File: src/rtl/universal_register_n_if.sv
// Control, load-data and status bundle for universal_register_n.
// master drives the controls; slave is the register itself.
interface universal_register_n_if #(
    parameter int WIDTH = 8,
    parameter int CNT_W = 4
);
    logic             cl;
    logic             ld;
    logic [WIDTH-1:0] in;
    logic             inc;
    logic             dec;
    logic             sr;
    logic             ir;
    logic             sl;
    logic             il;
    logic             rot;
    logic             asr;
    logic             go;
    logic [CNT_W-1:0] cnt;
    logic [WIDTH-1:0] out;
    logic             cy;
    logic             zero;
    logic             busy;
    logic             done;

    modport master (
        output cl, ld, in, inc, dec, sr, ir, sl, il, rot, asr, go, cnt,
        input  out, cy, zero, busy, done
    );

    modport slave (
        input  cl, ld, in, inc, dec, sr, ir, sl, il, rot, asr, go, cnt,
        output out, cy, zero, busy, done
    );
endinterface

File: src/rtl/universal_register_n.sv
// WIDTH-bit universal register: clear/load/inc/dec/shift/rotate plus a shift-by-N sequencer.
// Define SATURATE_EN to make inc/dec saturate at all-ones / zero instead of wrapping.
module universal_register_n #(
    parameter int WIDTH = 8,
    parameter int CNT_W = 4
) (
    input  logic                    clk,
    input  logic                    rst_n,
    universal_register_n_if.slave   bus
);
    // state | meaning
    // IDLE  | single-cycle ops decoded by priority; go may start a multi-cycle shift
    // SHIFT | one captured-mode shift step per edge until the remaining count hits 0
    typedef enum logic {IDLE, SHIFT} state_t;

    state_t           r_state, w_state_nxt;
    logic [WIDTH-1:0] r_out, w_out_nxt;
    logic             r_cy, w_cy_nxt;
    logic [CNT_W-1:0] r_rem, w_rem_nxt;
    logic             r_done, w_done_nxt;
    logic             r_right, w_right_nxt;
    logic             r_rot, w_rot_nxt;
    logic             r_asr, w_asr_nxt;
    logic             r_ir, w_ir_nxt;
    logic             r_il, w_il_nxt;

    // Returns {bit shifted out, new value}; rot overrides asr and the serial fill bits.
    function automatic logic [WIDTH:0] f_step(
        input logic [WIDTH-1:0] v,
        input logic             right,
        input logic             rot,
        input logic             asr,
        input logic             ir,
        input logic             il
    );
        logic fill;
        if (right) begin
            fill = rot ? v[0] : (asr ? v[WIDTH-1] : ir);
            return {v[0], fill, v[WIDTH-1:1]};
        end
        fill = rot ? v[WIDTH-1] : il;
        return {v[WIDTH-1], v[WIDTH-2:0], fill};
    endfunction

    always_ff @(posedge clk or negedge rst_n) begin
        if (!rst_n) begin
            r_state <= IDLE;
            r_out   <= '0;
            r_cy    <= 1'b0;
            r_rem   <= '0;
            r_done  <= 1'b0;
            r_right <= 1'b0;
            r_rot   <= 1'b0;
            r_asr   <= 1'b0;
            r_ir    <= 1'b0;
            r_il    <= 1'b0;
        end else begin
            r_state <= w_state_nxt;
            r_out   <= w_out_nxt;
            r_cy    <= w_cy_nxt;
            r_rem   <= w_rem_nxt;
            r_done  <= w_done_nxt;
            r_right <= w_right_nxt;
            r_rot   <= w_rot_nxt;
            r_asr   <= w_asr_nxt;
            r_ir    <= w_ir_nxt;
            r_il    <= w_il_nxt;
        end
    end

    always_comb begin
        w_state_nxt = r_state;
        w_out_nxt   = r_out;
        w_cy_nxt    = r_cy;
        w_rem_nxt   = r_rem;
        w_done_nxt  = 1'b0;
        w_right_nxt = r_right;
        w_rot_nxt   = r_rot;
        w_asr_nxt   = r_asr;
        w_ir_nxt    = r_ir;
        w_il_nxt    = r_il;
        case (r_state)
            IDLE: begin
                if (bus.cl) begin
                    w_out_nxt = '0;
                    w_cy_nxt  = 1'b0;
                end else if (bus.ld) begin
                    w_out_nxt = bus.in;
                    w_cy_nxt  = 1'b0;
                end else if (bus.inc) begin
                    {w_cy_nxt, w_out_nxt} = {1'b0, r_out} + (WIDTH+1)'(1);
`ifdef SATURATE_EN
                    if (&r_out) w_out_nxt = r_out;
`endif
                end else if (bus.dec) begin
                    w_cy_nxt  = (r_out == '0);
                    w_out_nxt = r_out - WIDTH'(1);
`ifdef SATURATE_EN
                    if (r_out == '0) w_out_nxt = r_out;
`endif
                end else if (bus.go && (bus.sr || bus.sl)) begin
                    w_right_nxt = bus.sr;
                    w_rot_nxt   = bus.rot;
                    w_asr_nxt   = bus.asr;
                    w_ir_nxt    = bus.ir;
                    w_il_nxt    = bus.il;
                    w_rem_nxt   = bus.cnt;
                    if (bus.cnt != '0) w_state_nxt = SHIFT;
                    else               w_done_nxt  = 1'b1;
                end else if (bus.sr) begin
                    {w_cy_nxt, w_out_nxt} = f_step(r_out, 1'b1, bus.rot, bus.asr, bus.ir, bus.il);
                end else if (bus.sl) begin
                    {w_cy_nxt, w_out_nxt} = f_step(r_out, 1'b0, bus.rot, bus.asr, bus.ir, bus.il);
                end
            end
            SHIFT: begin
                // Clear aborts the sequence without a done pulse.
                if (bus.cl) begin
                    w_out_nxt   = '0;
                    w_cy_nxt    = 1'b0;
                    w_rem_nxt   = '0;
                    w_state_nxt = IDLE;
                end else begin
                    {w_cy_nxt, w_out_nxt} = f_step(r_out, r_right, r_rot, r_asr, r_ir, r_il);
                    w_rem_nxt = r_rem - CNT_W'(1);
                    if (r_rem == CNT_W'(1)) begin
                        w_state_nxt = IDLE;
                        w_done_nxt  = 1'b1;
                    end
                end
            end
            default: w_state_nxt = IDLE;
        endcase
    end

    assign bus.out  = r_out;
    assign bus.cy   = r_cy;
    assign bus.zero = (r_out == '0);
    assign bus.busy = (r_state == SHIFT);
    assign bus.done = r_done;
endmodule

File: src/flat_wrapper.sv
// flat-port wrapper written by rule: the top's interface ports become plain ports
module universal_register_n_flat 
#(
    parameter int WIDTH = 8,
    parameter int CNT_W = 4
)
  (clk, rst_n, bus_cl, bus_ld, bus_in, bus_inc, bus_dec, bus_sr, bus_ir, bus_sl, bus_il, bus_rot, bus_asr, bus_go, bus_cnt, bus_out, bus_cy, bus_zero, bus_busy, bus_done);
  universal_register_n_if #(.WIDTH(WIDTH), .CNT_W(CNT_W)) bus_i ();
  input  logic clk;
  input  logic rst_n;
  input wire logic [$bits(bus_i.cl)-1:0] bus_cl;
  input wire logic [$bits(bus_i.ld)-1:0] bus_ld;
  input wire logic [$bits(bus_i.in)-1:0] bus_in;
  input wire logic [$bits(bus_i.inc)-1:0] bus_inc;
  input wire logic [$bits(bus_i.dec)-1:0] bus_dec;
  input wire logic [$bits(bus_i.sr)-1:0] bus_sr;
  input wire logic [$bits(bus_i.ir)-1:0] bus_ir;
  input wire logic [$bits(bus_i.sl)-1:0] bus_sl;
  input wire logic [$bits(bus_i.il)-1:0] bus_il;
  input wire logic [$bits(bus_i.rot)-1:0] bus_rot;
  input wire logic [$bits(bus_i.asr)-1:0] bus_asr;
  input wire logic [$bits(bus_i.go)-1:0] bus_go;
  input wire logic [$bits(bus_i.cnt)-1:0] bus_cnt;
  output wire logic [$bits(bus_i.out)-1:0] bus_out;
  output wire logic [$bits(bus_i.cy)-1:0] bus_cy;
  output wire logic [$bits(bus_i.zero)-1:0] bus_zero;
  output wire logic [$bits(bus_i.busy)-1:0] bus_busy;
  output wire logic [$bits(bus_i.done)-1:0] bus_done;
  assign bus_i.cl = bus_cl;
  assign bus_i.ld = bus_ld;
  assign bus_i.in = bus_in;
  assign bus_i.inc = bus_inc;
  assign bus_i.dec = bus_dec;
  assign bus_i.sr = bus_sr;
  assign bus_i.ir = bus_ir;
  assign bus_i.sl = bus_sl;
  assign bus_i.il = bus_il;
  assign bus_i.rot = bus_rot;
  assign bus_i.asr = bus_asr;
  assign bus_i.go = bus_go;
  assign bus_i.cnt = bus_cnt;
  assign bus_out = bus_i.out;
  assign bus_cy = bus_i.cy;
  assign bus_zero = bus_i.zero;
  assign bus_busy = bus_i.busy;
  assign bus_done = bus_i.done;
  universal_register_n #(.WIDTH(WIDTH), .CNT_W(CNT_W)) u_core (.clk(clk), .rst_n(rst_n), .bus(bus_i));
endmodule
File: config.mk
export PLATFORM = sky130hd
export DESIGN_NAME = universal_register_n_flat
export DESIGN_NICKNAME = d
export VERILOG_FILES = /design/src/rtl/universal_register_n_if.sv /design/src/rtl/universal_register_n.sv /design/src/flat_wrapper.sv
export SDC_FILE = /design/constraint.sdc
export NUM_CORES = 1
export LEC_CHECK = 0
export ABC_AREA = 1
export BUFFER_PORTS_ARGS = -buffer_cell sky130_fd_sc_hd__buf_4
export CORE_MARGIN = 2
export CORE_UTILIZATION = 46
export DETAILED_ROUTE_END_ITERATION = 6
export PLACE_DENSITY = 0.69
export SYNTH_ARGS = -nofsm -noshare
export SYNTH_HDL_FRONTEND = slang
export SYNTH_SLANG_ARGS = --single-unit
File: constraint.sdc
create_clock -name clk -period 2.3 [get_ports clk]
set_clock_uncertainty 0.2 [all_clocks]
set_input_delay 0.23 -clock clk [delete_from_list [all_inputs] [get_ports clk]]
set_output_delay 0.23 -clock clk [all_outputs]
set_load 0.05 [all_outputs]
==> results of run 1 <==
[worst reg2reg max path, cell delays in order, from the launching register on]
cell     delay (ns)
dfrtp_1        0.51
inv_1          0.21
ha_1           0.30
nand2_1        0.08
inv_1          0.04
o21ai_0        0.13
o21ai_0        0.09
o21ai_0        0.18
nand2_1        0.07
a31oi_1        0.13
[timing repair]
item	in CTS	in global routing
hold buffers	1	0
hold endpoints to repair	20	0
resized for setup	0	0
endpoints found under the setup margin	0	0
[cell families after synthesis]
logic type | Yosys count
and+or+nand+nor | 120
AOI/OAI and AO/OA | 87
buffers and inverters | 41
DFF | 20
adders and majority gates | 5
muxes | 2
xor gates and xnor gates | 1
[per-layer routing]
| layer | global-route usage [%] | routed length [um] | part of all wire [%] | up-vias |
|---|---|---|---|---|
| met5 | 0 | 0 | 0 | - |
| li1 | - | - | - | 998 |
| met3 | 4.05 | 322 | 6.1 | 2 |
| met1 | 39.7 | 2470 | 47 | 905 |
| met4 | 1.53 | 10 | 0.19 | 0 |
| met2 | 42.5 | 2470 | 47 | 67 |
[registers in the layout (all words and copies together), names as in the netlist]
| name | cells |
|---|---|
| u_core.r_asr | 1 |
| u_core.bus.busy | 1 |
| u_core.r_il | 1 |
| u_core.r_right | 1 |
| u_core.r_ir | 1 |
| u_core.bus.cy | 1 |
| u_core.r_rem | 4 |
| u_core.r_rot | 1 |
| u_core.bus.out | 8 |
| u_core.bus.done | 1 |
[worst paths after layout]
kind                                          end  slack (ns)  cells after the start
worst max-delay path                     bus_zero        0.22                      6
worst min-delay path                  u_core.r_ir       0.009                      3
worst max register to register  u_core.bus.out[2]        0.28                      9
worst min register to register    u_core.r_rem[2]        0.30                      2
max in group asynchronous            u_core.r_asr        1.48                      2
min in group asynchronous       u_core.bus.out[3]        0.20                      2
[synthesized netlist by cell type]
cell type  count  area, um2
a21oi_1       28        140
a221oi_1       1       8.76
a22oi_1        4       30.0
a31oi_1        7       43.8
a32oi_1        1       8.76
buf_2          6       30.0
buf_4          1       7.51
buf_6          4       45.0
clkbuf_1       1       3.75
clkinv_2       1       5.00
dfrtp_1       20        500
ha_1           5       62.6
inv_1         22       82.6
inv_2          6       22.5
mux2_4         2       30.0
nand2_1       50        188
nand2_2        1       6.26
nand3_1       15       75.1
nand3_2        1       10.0
nand4_1        3       18.8
nor2_1        40        150
nor2_2         2       12.5
nor2_4         3       33.8
nor2_8         1       20.0
nor3_2         2       20.0
nor4_1         1       6.26
o211ai_1       2       15.0
o21ai_0       36        180
o21ai_1        7       35.0
o31ai_1        1       7.51
or2_2          1       6.26
xor2_1         1       8.76
[stage by stage]
stage	worst slack [ns]	std cells	hold slack, ns	util [%]
after floorplan	0.207	276	-0.266	-
after global placement	0.404	351	-0.0682	56.0
after detailed placement	0.341	351	-0.0721	56.0
after CTS	0.238	355	0.0104	57.4
after global routing	0.105	355	0.0161	57.4
final	0.223	355	0.00946	57.4
[area by class of cell]
type	count	area share, %
Sequential cell	20	23.5
Timing Repair Buffer	40	14.2
Clock buffer	3	1.94
Multi-Input combinational cell	215	52.4
Tap cell	48	2.82
Inverter	29	5.16
[power breakdown]
group,internal [mW],total [mW],switching (mW)
Clock,0.117,0.230,0.113
Sequential,0.413,0.485,0.0719
Combinational,0.170,0.486,0.316
Total,0.700,1.20,0.501
==> flow_summary.yaml, run 1 <==
detailed_routing:
  drt_first_pass_iters: 4
  drc_errors: 0
  num_vias: 1972
  wl_um: 5280
  antenna_left: 0
  post_drt_via_cell_ratio: 5.55
  first_iter_violations: 222
  avgRoutedWirePerCell_um: 14.9
global_route:
  grt_pass1_vias: 1839
  grtUsageTotal_pct: 26.6
  grt_pass1_wl_um: 9090
  grt_max_degree: 21
  overflow: 0
  antenna_found_initial: 0
synth:
  synthSimpleGateAreaFrac_pct: 30.1
  synth-seq-cells: 20
  synth_top_family_by_area: "simple AND/OR/NAND/NOR gates"
  syn_area_um2: 1810
  syn_inst: 276
  synth_xor_area_share_pct: 0.483
  syn_nets: 306
  synth_compound_area_share_pct: 25.9
  synth_cell_types: 32
  avgSynthCellArea_um2: 6.57
  synth_seq_area_share_pct: 27.6
  synth_adder_area_share_pct: 3.45
  yosys_warnings: 0
  synthMuxAreaShare_pct: 1.66
critical_path:
  critPathLaunch: "u_core.bus.out[3]"
  slowest_delay_ns: 0.47
  worstReg2RegStart: "u_core.bus.out[0]"
  worstPathRequired_ns: 1.87
  crit_slowest_cell: "dfrtp_1"
  cp.arrival_ns: 1.65
  crit_fanout: 8
  path_delay_family: "buffers and inverters"
  cp_cell_sequence: "inv_1 > nand2_1 > nor2_2 > nand4_1 > inv_1 > buf_4"
  crit_top_cell: "inv_1"
  path_class: "reg2out"
  end_kind: "output pin"
  critPathBufInv: 3
  critPathLaunchType: "flip-flop"
finish:
  seqCellArea_um2: 500
  design_area_um2: 2130
  num-nets-final: 339
  syn_to_final_growth_pct: 17.5
  mostFrequentLayoutCells: "50 x nand2_1, 40 x nor2_1, 39 x buf_4"
  drive_above_1_share_pct: 20.2
  antenna_cells: 0
  multiInputGateArea_um2: 1120
  mostFrequentLayoutCell: "nand2_1"
  fill_cells: 396
power_and_ir_drop:
  p_leak_nw: 1.03
  peakVddDrop_uv: 495
  p_per_area_nw_per_um2: 563
  power.total_mw: 1.20
placed_design:
  numPortBuffers: 36
  gp_congestion: 0.928
  post_dp_cell_area_um2: 2080
  dp_hpwl_um: 4060
timing:
  finalMaxSlewViolations: 0
  min_period_ns: 2.08
  finalCritPeriodShare_pct: 90.3
  worstMarginPinSlew_ns: 0.395
  setup_viol: 0
  fmax_mhz: 481
  finalHoldViolations: 0
  slew_headroom_pct: 73.4
  fin_tns_setup_ns: 0
  rsz0062_at_grt: "false"
die:
  die_h_um: 66.8
  die_w_um: 66.8
  coreArea_um2: 3720
  start_util_pct: 48.8
  boundaryPins: 37
  die-area_um2: 4460
  num_rows: 22
clocking:
  cts_sinks: 20
  clkTransAtPathRegs_ns: 0.07
  cts_buffers: 3
  cts_setup_buffers: 0
  cts-root-buf: "clkbuf_8"
  clk_path_buf_depth: 2
  htreeDepth: 1
  tritoncts: "done"
  clk_latency_ns: 0.25
run_status:
  status: "complete, no violations"
run:
  drv_cap: 0
hold_path:
  hold_class: "in2reg"
  hp-start: "bus_ir"
Power figures use the tool's default switching activity.
==> inputs of run 2 (changes only) <==
--- a/config.mk
+++ b/config.mk
@@ -10,6 +10,7 @@
 export CORE_MARGIN = 2
 export CORE_UTILIZATION = 46
 export DETAILED_ROUTE_END_ITERATION = 6
+export HOLD_SLACK_MARGIN = 0.08
 export PLACE_DENSITY = 0.69
 export SYNTH_ARGS = -nofsm -noshare
 export SYNTH_HDL_FRONTEND = slang
==> flow_summary.yaml, run 2 (same netlist as run 1, synthesis figures left out) <==
critical_path:
  critPathBufInv: 3
  cp.arrival_ns: 1.64
  critPathLaunchType: "flip-flop"
  cp_cell_sequence: "inv_1 > nand2_1 > nor2_2 > nand4_1 > inv_1 > buf_4"
  rrSetupSlack_ns: 0.28
  crit_slowest_cell: "dfrtp_1"
  worstPathRequired_ns: 1.87
  crit_top_cell: "inv_1"
  worstReg2RegStart: "u_core.bus.out[0]"
  crit_cells: 6
  path_delay_family: "buffers and inverters"
  crit_fanout: 8
  reg2reg_to: "u_core.bus.out[2]"
  reg2regPathDepth: 9
  end_kind: "output pin"
  path_class: "reg2out"
  slowest_delay_ns: 0.47
timing:
  finalCritPeriodShare_pct: 90.2
  fin_tns_setup_ns: 0
  rsz0062_at_grt: "false"
  slew_headroom_pct: 75.0
  setup_viol: 0
  fmax_mhz: 482
  finalMaxSlewViolations: 0
  min_period_ns: 2.07
  finalHoldViolations: 0
  whs_ns: 0.0915
  worstMarginPinSlew_ns: 0.375
clocking:
  clk_path_buf_depth: 2
  cts-root-buf: "clkbuf_8"
  cts_sinks: 20
  clk_latency_ns: 0.25
  cts_buffers: 3
  tritoncts: "done"
  clkTransAtPathRegs_ns: 0.07
  htreeDepth: 1
power_and_ir_drop:
  sw_frac_of_total_pct: 41.6
  peakVddDrop_uv: 494
  p_leak_nw: 1.06
  p_per_area_nw_per_um2: 551
  power_frac_clock_pct: 19.0
  switchingPower_mw: 0.503
  combinationalPowerShare_pct: 40.9
  seqPwrFrac_pct: 40.1
  intPower_mw: 0.706
detailed_routing:
  wl_um: 5380
  post_drt_via_cell_ratio: 5.57
  drt_first_pass_iters: 5
  drc_errors: 0
  avgRoutedWirePerCell_um: 14.9
  dr_wl_met2_um: 2550
  top_layer: "met4"
  first_iter_violations: 220
  wl_met1_um: 2430
  met3_length_um: 386
  antenna_left: 0
  num_vias: 2011
run_status:
  status: "complete, no violations"
hold_path:
  hold_class: "in2reg"
  hold_depth: 3
  hp-start: "bus_cnt[2]"
  min_to: "u_core.r_rem[2]"
die:
  num_rows: 22
  start_util_pct: 48.8
  die-area_um2: 4460
  coreArea_um2: 3720
  die_w_um: 66.8
  die_h_um: 66.8
  boundaryPins: 37
placed_design:
  dp_hpwl_um: 4060
  post_dp_cell_area_um2: 2080
  numPortBuffers: 36
  gp_congestion: 0.928
run:
  drv_cap: 0
global_route:
  grt_pass1_wl_um: 9200
  antenna_found_initial: 0
  grtUsageTotal_pct: 27.0
  overflow: 0
  grt_pass1_vias: 1870
  grt_max_degree: 21
finish:
  final_util_pct: 59.0
  drive_above_1_share_pct: 19.8
  fill_cells: 390
  mostFrequentLayoutCells: "50 x nand2_1, 40 x nor2_1, 39 x buf_4"
  design_area_um2: 2190
  mostFrequentLayoutCell: "nand2_1"
  antenna_cells: 0
  num-nets-final: 345
  syn_to_final_growth_pct: 20.8
  largest_reg_flops: 8
==> run 2: changes by cell type in the layout (fill, tap and decap cells not counted), sizes merged <==
cell         previous run  this run
dlygate4sd3             1         7
==> run 2: power by group through the flow <==
stage / sequential, mW / clock [mW] / combinational [mW]
finish: 0.485 / 0.230 / 0.494
global placement: 0.488 / 0 / 0.477
global route: 0.495 / 0.246 / 0.553
CTS: 0.484 / 0.234 / 0.490
floorplan: 0.514 / 0 / 0.300
detailed placement: 0.490 / 0 / 0.479
==> run 2: per-layer routing <==
layer  GRT usage [%]  vias up
met2            43.9       72
met1            39.7      928
met5               0        -
met3            4.05        2
li1                -     1009
met4            1.53        0
==> run 2: cell type report <==
class	instances	area, um2	area share (%)
Clock buffer	3	41.3	1.88
Inverter	29	110	5.02
Multi-Input combinational cell	215	1120	51.0
Sequential cell	20	500	22.8
Tap cell	48	60.1	2.74
Timing Repair Buffer	46	363	16.6
==> run 2: tightest hold or removal path, cell delays in order <==
cell and delay (ns):
buf_4 0.09, a32oi_1 0.05, o21ai_0 0.14
==> run 2: repair_timing <==
action / in CTS / in global routing
hold endpoints to repair: 25 / 0
hold buffers: 7 / 0
resized for setup: 0 / 0
buffers inserted: 0 / 0
==> run 2: how the worst max path moves through the flow <==
| stage | startpoint | endpoint | slack (ns) |
|---|---|---|---|
| final | u_core.bus.out[3] | bus_zero | 0.23 |
| after floorplan | u_core.bus.out[0] | u_core.bus.out[2] | 0.21 |
| after global placement | u_core.bus.out[0] | u_core.bus.out[2] | 0.40 |
| after detailed placement | u_core.bus.out[0] | u_core.bus.out[2] | 0.34 |
| after CTS | u_core.bus.out[3] | bus_zero | 0.24 |
| after global routing | u_core.bus.out[0] | u_core.bus.out[2] | 0.10 |
==> run 2: metrics by stage <==
| step | total power, mW | worst slack (ns) | std cells |
|---|---|---|---|
| final | 1.21 | 0.225 | 361 |
| after global routing | 1.29 | 0.105 | 361 |
| after CTS | 1.21 | 0.238 | 361 |
| after detailed placement | 0.969 | 0.341 | 351 |
| after global placement | 0.964 | 0.404 | 351 |
| after floorplan | 0.814 | 0.207 | 276 |
==> inputs of run 3 (changes only) <==
==> constraint.sdc (replaced) <==
create_clock -name clk -period 2 [get_ports clk]
set_clock_uncertainty 0.2 [all_clocks]
set_input_delay 0.2 -clock clk [delete_from_list [all_inputs] [get_ports clk]]
set_output_delay 0.2 -clock clk [all_outputs]
set_load 0.05 [all_outputs]
==> flow_summary.yaml, run 3 (same netlist as run 1, synthesis figures left out) <==
detailed_routing:
  num_vias: 2115
  first_iter_violations: 240
  dr_wl_met2_um: 2550
  post_drt_via_cell_ratio: 5.69
  top_layer: "met4"
  drt_first_pass_iters: 4
  wl_met1_um: 2540
  wl_um: 5690
  avgRoutedWirePerCell_um: 15.3
  met3_length_um: 469
  antenna_left: 0
  drc_errors: 0
run_status:
  status: "complete, no violations"
clocking:
  cts-root-buf: "clkbuf_8"
  clkTransAtPathRegs_ns: 0.08
  cts_buffers: 3
  htreeDepth: 1
  clk_path_buf_depth: 2
  cts_sinks: 20
  tritoncts: "done"
  clk_latency_ns: 0.27
placed_design:
  gp_congestion: 0.949
  dp_hpwl_um: 4170
  dp_slack_ns: 0.00710
  post_dp_cell_area_um2: 2110
  numPortBuffers: 36
finish:
  syn_to_final_growth_pct: 26.1
  mostFrequentLayoutCells: "50 x nand2_1, 48 x buf_4, 39 x nor2_1"
  mostFrequentLayoutCell: "nand2_1"
  num-nets-final: 355
  drive_above_1_share_pct: 24.1
  antenna_cells: 0
  design_area_um2: 2290
  largest_reg_flops: 8
global_route:
  grtUsageTotal_pct: 26.8
  overflow: 0
  grt_max_degree: 21
  grt_pass1_vias: 1915
  antenna_found_initial: 0
  grt_pass1_wl_um: 9000
die:
  num_rows: 22
  start_util_pct: 48.8
  die_w_um: 66.8
  die_h_um: 66.8
  boundaryPins: 37
  coreArea_um2: 3720
  die-area_um2: 4460
critical_path:
  critPathBufInv: 3
  path_class: "reg2out"
  crit_slowest_cell: "dfrtp_2"
  crit_top_cell: "inv_1"
  end_kind: "output pin"
  cp_cell_sequence: "inv_1 > nand2_1 > nor2_2 > nand4_1 > inv_1 > buf_4"
  crit_cells: 6
  critPathLaunchType: "flip-flop"
  worstReg2RegStart: "u_core.bus.out[0]"
  crit_fanout: 10
  reg2reg_to: "u_core.bus.out[1]"
  path_delay_family: "flip-flops"
  reg2regPathDepth: 7
  rrSetupSlack_ns: 0.14
  worstPathRequired_ns: 1.60
  slowest_delay_ns: 0.48
  cp.arrival_ns: 1.53
timing:
  finalHoldViolations: 0
  rsz0062_at_grt: "false"
  finalMaxSlewViolations: 0
  slew_headroom_pct: 75.6
  setup_ws_ns: 0.0677
  min_period_ns: 1.93
  fmax_mhz: 518
  fin_tns_setup_ns: 0
  finalCritPeriodShare_pct: 96.6
  setup_viol: 0
  worstMarginPinSlew_ns: 0.366
hold_path:
  hold_class: "in2reg"
  hp-start: "bus_cl"
  min_to: "u_core.bus.busy"
  hold_depth: 4
power_and_ir_drop:
  p_leak_nw: 1.10
  p_per_area_nw_per_um2: 635
  peakVddDrop_uv: 531
  power.total_mw: 1.45
run:
  drv_cap: 0
==> run 3: final cells by class <==
| cell class | instances | area, um2 |
|---|---|---|
| tap | 48 | 60.1 |
| clock buffer | 4 | 45.0 |
| fill | 391 | 1430 |
| inverter | 29 | 114 |
| sequential | 20 | 505 |
| multi-input combinational | 215 | 1120 |
| timing repair buffer | 56 | 440 |
==> run 3: how the worst max path moves through the flow <==
stage	from	endpoint	slack (ns)
after floorplan	u_core.bus.out[5]	bus_zero	0.11
after global routing	u_core.bus.out[4]	bus_zero	0.02
final	u_core.bus.out[4]	bus_zero	0.07
after CTS	u_core.bus.out[2]	bus_zero	0.03
after detailed placement	u_core.bus.out[0]	u_core.bus.out[4]	0.007
after global placement	u_core.bus.out[0]	u_core.bus.out[4]	0.02
==> run 3: power breakdown <==
| part | switching [mW] | leakage [nW] | internal (mW) | total [mW] |
|---|---|---|---|---|
| Combinational | 0.397 | 0.827 | 0.228 | 0.625 |
| Sequential | 0.0648 | 0.247 | 0.477 | 0.542 |
| Clock | 0.144 | 0.0228 | 0.142 | 0.287 |
| Total | 0.606 | 1.10 | 0.848 | 1.45 |
==> run 3: per-layer routing <==
metal | vias to the layer above | global-route usage, %
met5 | - | 0
met4 | 0 | 11.2
met3 | 16 | 4.05
met2 | 116 | 42.6
met1 | 960 | 36.2
li1 | 1023 | -
==> run 3: tightest hold or removal path, delay by kind of cell <==
family	cells	cell delay, ns
and+or+nand+nor	2	0.12
buffers and inverters	1	0.11
AOI/OAI and AO/OA	1	0.07
==> run 3: metrics by stage <==
step	util (%)	instances	hold WS [ns]
after floorplan	-	276	-0.296
after global placement	56.7	354	-0.101
after detailed placement	56.7	354	-0.0953
after CTS	60.8	369	0.0813
after global routing	61.5	372	0.0944
final	61.5	372	0.0799
==> run 3: timing repair <==
item / 4_1_cts / 5_1_grt
endpoints found under the hold margin: 27 / 0
pin swaps: 0 / 1
setup buffers: 3 / 3
hold buffers: 8 / 0
gates resized for setup: 2 / 3
endpoints found under the setup margin: 2 / 4
